### config.mk
export PLATFORM = sky130hd
export DESIGN_NAME = irq_source
export DESIGN_NICKNAME = d
export VERILOG_FILES = /design/src/rtl/irq_source.sv
export SDC_FILE = /design/constraint.sdc
export NUM_CORES = 1
export LEC_CHECK = 0
export ABC_AREA = 1
export CORE_ASPECT_RATIO = 1.2
export CORE_UTILIZATION = 41
export DETAILED_ROUTE_END_ITERATION = 10
export PLACE_DENSITY = 0.69
export SETUP_SLACK_MARGIN = 0.02
export SYNTH_ARGS = -nofsm -noshare
export SYNTH_HDL_FRONTEND = slang
export SYNTH_SLANG_ARGS = --single-unit
### constraint.sdc
create_clock -name clk -period 2.6 [get_ports clk]
set_input_delay 0.26 -clock clk [delete_from_list [all_inputs] [get_ports clk]]
set_output_delay 0.26 -clock clk [all_outputs]
set_load 0.01 [all_outputs]
### src/rtl/irq_source.sv
// Device-side interrupt source: counts device event edges per channel and retires one on cp0 vectoring.
// Optional macro IRQ_SOURCE_SYNC_EN adds a two-flop synchronizer ahead of the edge detector.
`ifndef CP0_INT_BASE
`define CP0_INT_BASE 32'h0000_0180
`endif

module irq_source #(
    parameter int          CNT_W    = 3,
    parameter logic [31:0] VEC_BASE = `CP0_INT_BASE
) (
    input  logic               clk,
    input  logic               clr_n,
    input  logic [7:0]         dev_event,
    input  logic               pc_jump,
    input  logic [31:0]        pc_addr,
    input  logic               sw_clr_we,
    input  logic [7:0]         sw_clr_data,
    output logic [7:0]         hardware_interrupt,
    output logic [8*CNT_W-1:0] pending_cnt,
    output logic [7:0]         overflow
);

    localparam logic [CNT_W-1:0] CNT_ONE = CNT_W'(1);
    localparam logic [CNT_W-1:0] CNT_MAX = '1;

    logic [7:0]  w_cur;
    logic [7:0]  r_prev;
    logic [7:0]  w_evt;
    logic [7:0]  w_ack;
    logic        r_jump_q;
    logic        w_jump_edge;
    logic        w_ack_hit;
    logic [31:0] w_offset;

`ifdef IRQ_SOURCE_SYNC_EN
    logic [7:0] r_sync1;
    logic [7:0] r_sync2;

    always_ff @(posedge clk or negedge clr_n) begin
        if (!clr_n) begin
            r_sync1 <= '0;
            r_sync2 <= '0;
        end else begin
            r_sync1 <= dev_event;
            r_sync2 <= r_sync1;
        end
    end

    assign w_cur = r_sync2;
`else
    assign w_cur = dev_event;
`endif

    always_ff @(posedge clk or negedge clr_n) begin
        if (!clr_n) begin
            r_prev   <= '0;
            r_jump_q <= 1'b0;
        end else begin
            r_prev   <= w_cur;
            r_jump_q <= pc_jump;
        end
    end

    assign w_evt       = w_cur & ~r_prev;
    assign w_jump_edge = pc_jump & ~r_jump_q;
    // Unsigned subtraction makes targets below the base wrap high and fall outside the window.
    assign w_offset    = pc_addr - VEC_BASE;
    assign w_ack_hit   = w_jump_edge && (w_offset < 32'd8);
    assign w_ack       = w_ack_hit ? (8'd1 << w_offset[2:0]) : 8'd0;

    generate
        for (genvar gi = 0; gi < 8; gi++) begin : g_ch
            logic [CNT_W-1:0] r_cnt;
            logic             r_ovf;

            always_ff @(posedge clk or negedge clr_n) begin
                if (!clr_n) begin
                    r_cnt <= '0;
                    r_ovf <= 1'b0;
                end else if (sw_clr_we && sw_clr_data[gi]) begin
                    r_cnt <= w_evt[gi] ? CNT_ONE : '0;
                    r_ovf <= 1'b0;
                end else if (w_evt[gi] && !w_ack[gi]) begin
                    if (r_cnt != CNT_MAX) begin
                        r_cnt <= r_cnt + CNT_ONE;
                    end else begin
                        r_ovf <= 1'b1;
                    end
                end else if (w_ack[gi] && !w_evt[gi]) begin
                    if (r_cnt != '0) begin
                        r_cnt <= r_cnt - CNT_ONE;
                    end
                end
            end

            assign hardware_interrupt[gi]         = |r_cnt;
            assign pending_cnt[gi*CNT_W +: CNT_W] = r_cnt;
            assign overflow[gi]                   = r_ovf;
        end
    endgenerate

endmodule

==> metrics.md, run 1 <==
| Metric | Value |
|---|---|
| DRC | 0 |
| Period utilization | between 90% and 100% |
| CP arrival | 2.59 ns |
| Synth Register Bits | 41 |
| Main synth FF type | dfrtp_1 |
| Synth Instances | 545 |
| Number of hold buffers added after CTS | 0 |
| Final-report setup violation count | 0 |
| Clk slew on worst S/H paths | 0.09 ns |
| Register share of total power | 34.1% |
| Ranking of synthesized cells by area | dfrtp_1 29%, nand2_1 21%, inv_1 7.8%, nand3_1 7.4%, nor2_1 5.6% |
| Num CTS Buffers | 5 |
| R2R Path Start | r_jump_q |
| Vias in the first global route | ~3700 |
| Layout Nets | 748 |
| Switching share of power | 40.4% |
| Vias | 3884 |
| Number of port buffers | 91 |
| Synth cell count leaders | 194 x nand2_1, 73 x inv_1, 52 x nand3_1, 52 x nor2_1, 41 x dfrtp_1 |
| F_max | about 0.42 GHz |
| Final hold slack | 0.0614 ns |
| Via density | ~4.8 |
| Layout cells sized above 1 | 19.8% |
| Die Y | 103 um |
| Core area | 8200 um^2 |
| Synthesis warning total | 0 |
| Worst-case clock buffer depth | 2 |
| CP required | 2.81 ns |
| Routed Antenna Nets | 0 |
| HP Class | input pin to async pin |
| Total internal power | 1.74 mW |
| TritonCTS clock tree | done |
| CP endpoint kind | flop |
| Setup TNS Final | 0 ns |
| Ys async rst share | 100% |
| Leak Pwr | 2.70 nW |
| Count of clock tree sinks | 41 |
| Pin count of the biggest net entering global routing | 42 |
| Cell Pwr Density | 563 nW/um^2 |
| Drt pass-1 iters | 4 |
| Total Routing Usage GR | between 20% and 30% |
| Synth area leader | dfrtp_1 |
| Hold Violations, Final | 0 |
| Routed wire per std cell | 12.1 um |
| EDFF count, synth | 0 |
| Reg2reg end | g_ch[0].r_cnt[1] |
| Filler cells | 743 |
| Die area | 8910 um^2 |
| I/O pin total | between 90 and 100 |
| Die width | around 86 um |
| Synth unique cells | 27 |
| Global route overflow | 0 |
| Peak VDD IR | 0.000446 V |
| Pins over their slew limit | 0 |
| CP Max Fanout | 8 |
| RSZ-0062 raised after global routing | false |
| Mapped cell area | 3500 um^2 |
| Syn-to-layout area delta | 48.2% |
| Critical path type | input pin to flop |
| Max-Cap Viols | 0 |
| Htree depth | 2 |
| Comb pwr share | between 50% and 60% |
| Crit path time final | 2.37 ns |
| Final Util | 63.2% |
| Outcome | finished clean |
| Gp weighted congestion | 0.881 |
| Register area share after synthesis | between 20 and 30% |
| Clock skew | 0.0141 ns |
| Post-detail-place hpwl | 7550 um |
| Ant diodes | 0 |
| Routed WL | 9740 um |
| Iteration-0 DRC Markers | 136 |
| Syn_nets | 606 |
| Initial antenna violation count | 0 |
| Sw power | 1.18 mW |
| Startpoint type of the worst setup path | input pin |
| Clock Root Buffer | clkbuf_8 |
| Most common cell in the netlist | nand2_1 |
| Slew headroom | 38.8% |
| Post-synth top area share | 29.3% |
| R2R Setup Slk | 0.45 ns |
| Least-Margin Pin Slew | 0.919 ns |
| Mean area per synthesized cell | 6.42 um^2 |
| First-pass GRT wire length | approximately 16000 um |
| Std cell rows | 36 |
| Reg2Reg Depth | 13 |
| Worst-Skew Late Latency | 0.31 ns |
| Starting Density | 42.7% |
| Clock power frac | about 16% |
critical path: stages:
cell             delay, ns
clkdlybuf4s50_1       0.50
nor2_1                0.16
nand2_1               0.06
nor2_1                0.12
nand3_1               0.08
nand2_1               0.07
nand2_1               0.05
nor2_1                0.09
nand2_1               0.09
nor2_4                0.18
buf_12                0.16
nand3_2               0.10
nand2_2               0.11
fa_2                  0.43
nand2_1               0.09
nand2_1               0.05
state kept, by name, summed over array words and instances (netlist names):
name and count:
g_ch.r_cnt 24, g_ch.r_ovf 8, r_prev 8, r_jump_q 1
cell usage in the layout, fill, tap and decap left out, types with 2 or more instances in the layout:
master           count
nand2_1            187
inv_1               73
clkdlybuf4s50_1     71
buf_4               52
nand3_1             47
dfrtp_1             41
nor2_1              36
nor2_2              23
nand4_1             22
dlymetal6s2s_1      19
nand2_2             17
nor3_1              17
nand3_2             11
nor2_4               9
a31oi_1              8
o21ai_0              8
a21oi_1              8
nand3b_1             6
clkbuf_8             6
fa_1                 5
inv_2                3
fa_2                 3
nand2_4              2
o21bai_1             2
buf_12               2
cells by family after synthesis:
| family | share of synthesized area (%) |
|---|---|
| AO/OA/AOI/OAI | 4.40 |
| XOR/XNOR | 0.501 |
| adder cells (fa/ha/maj) | 4.94 |
| buffers and inverters | 10.6 |
| flip-flops | 29.3 |
| AND/OR/NAND/NOR | 50.2 |
through the flow:
step                setup WS, ns  cell area (um^2)  total power [mW]  cells
global route              0.0386              5180              3.17    802
floorplan                  0.288              3500              1.73    545
global placement          -0.291              4840              2.41    786
detailed placement        -0.379              4840              2.45    786
CTS                       0.0207              4960              2.92    796
finish                     0.226              5180              2.92    802
area by class of cell:
type	instances	area (um^2)	share of cell area, %
multi-input cells	417	2230	42.9
repair buffers	146	1410	27.2
flip-flops and latches	41	1030	19.8
inverters	76	285	5.50
well taps	114	143	2.75
clock buffers	6	82.6	1.59
clock inverters	2	13.8	0.265
power groups by stage:
stage | clock network (mW) | registers (mW) | logic, mW
after floorplan | 0 | 1.03 | 0.703
after global placement | 0 | 1.00 | 1.40
after detailed placement | 0 | 0.999 | 1.45
after CTS | 0.471 | 0.995 | 1.46
after global routing | 0.497 | 1.03 | 1.64
final | 0.457 | 0.996 | 1.46
worst max-delay path by stage:
stage / slack [ns] / from / end
3_5_place_dp: -0.38 / pc_addr[7] / g_ch[0].r_cnt[1]
4_1_cts: 0.02 / pc_addr[7] / g_ch[1].r_cnt[1]
6_report: 0.23 / pc_addr[27] / g_ch[0].r_cnt[1]
3_3_place_gp: -0.29 / pc_addr[7] / g_ch[5].r_cnt[1]
2_1_floorplan: 0.29 / pc_addr[7] / g_ch[7].r_cnt[1]
5_1_grt: 0.04 / pc_addr[26] / g_ch[0].r_cnt[1]
layer usage:
metal / share of wire [%] / global-route usage [%]
met1: 43 / 26.5
met4: 2.2 / 9.62
met5: 0 / 0
met2: 51 / 39.7
met3: 4.5 / 4.13
timing repair:
item,in CTS,in global routing
pin swaps,0,10
gates cloned,0,1
setup endpoints to repair,10,24
resized for setup,5,53
buffers inserted,2,5
No activity file was read; power rests on OpenSTA's default activity.
==> run 2, diff against run 1 <==
Settings changed: SLEW_MARGIN set to 20.
==> results of run 2 <==
Final layout, timing and power as in run 1 (identical DEF).
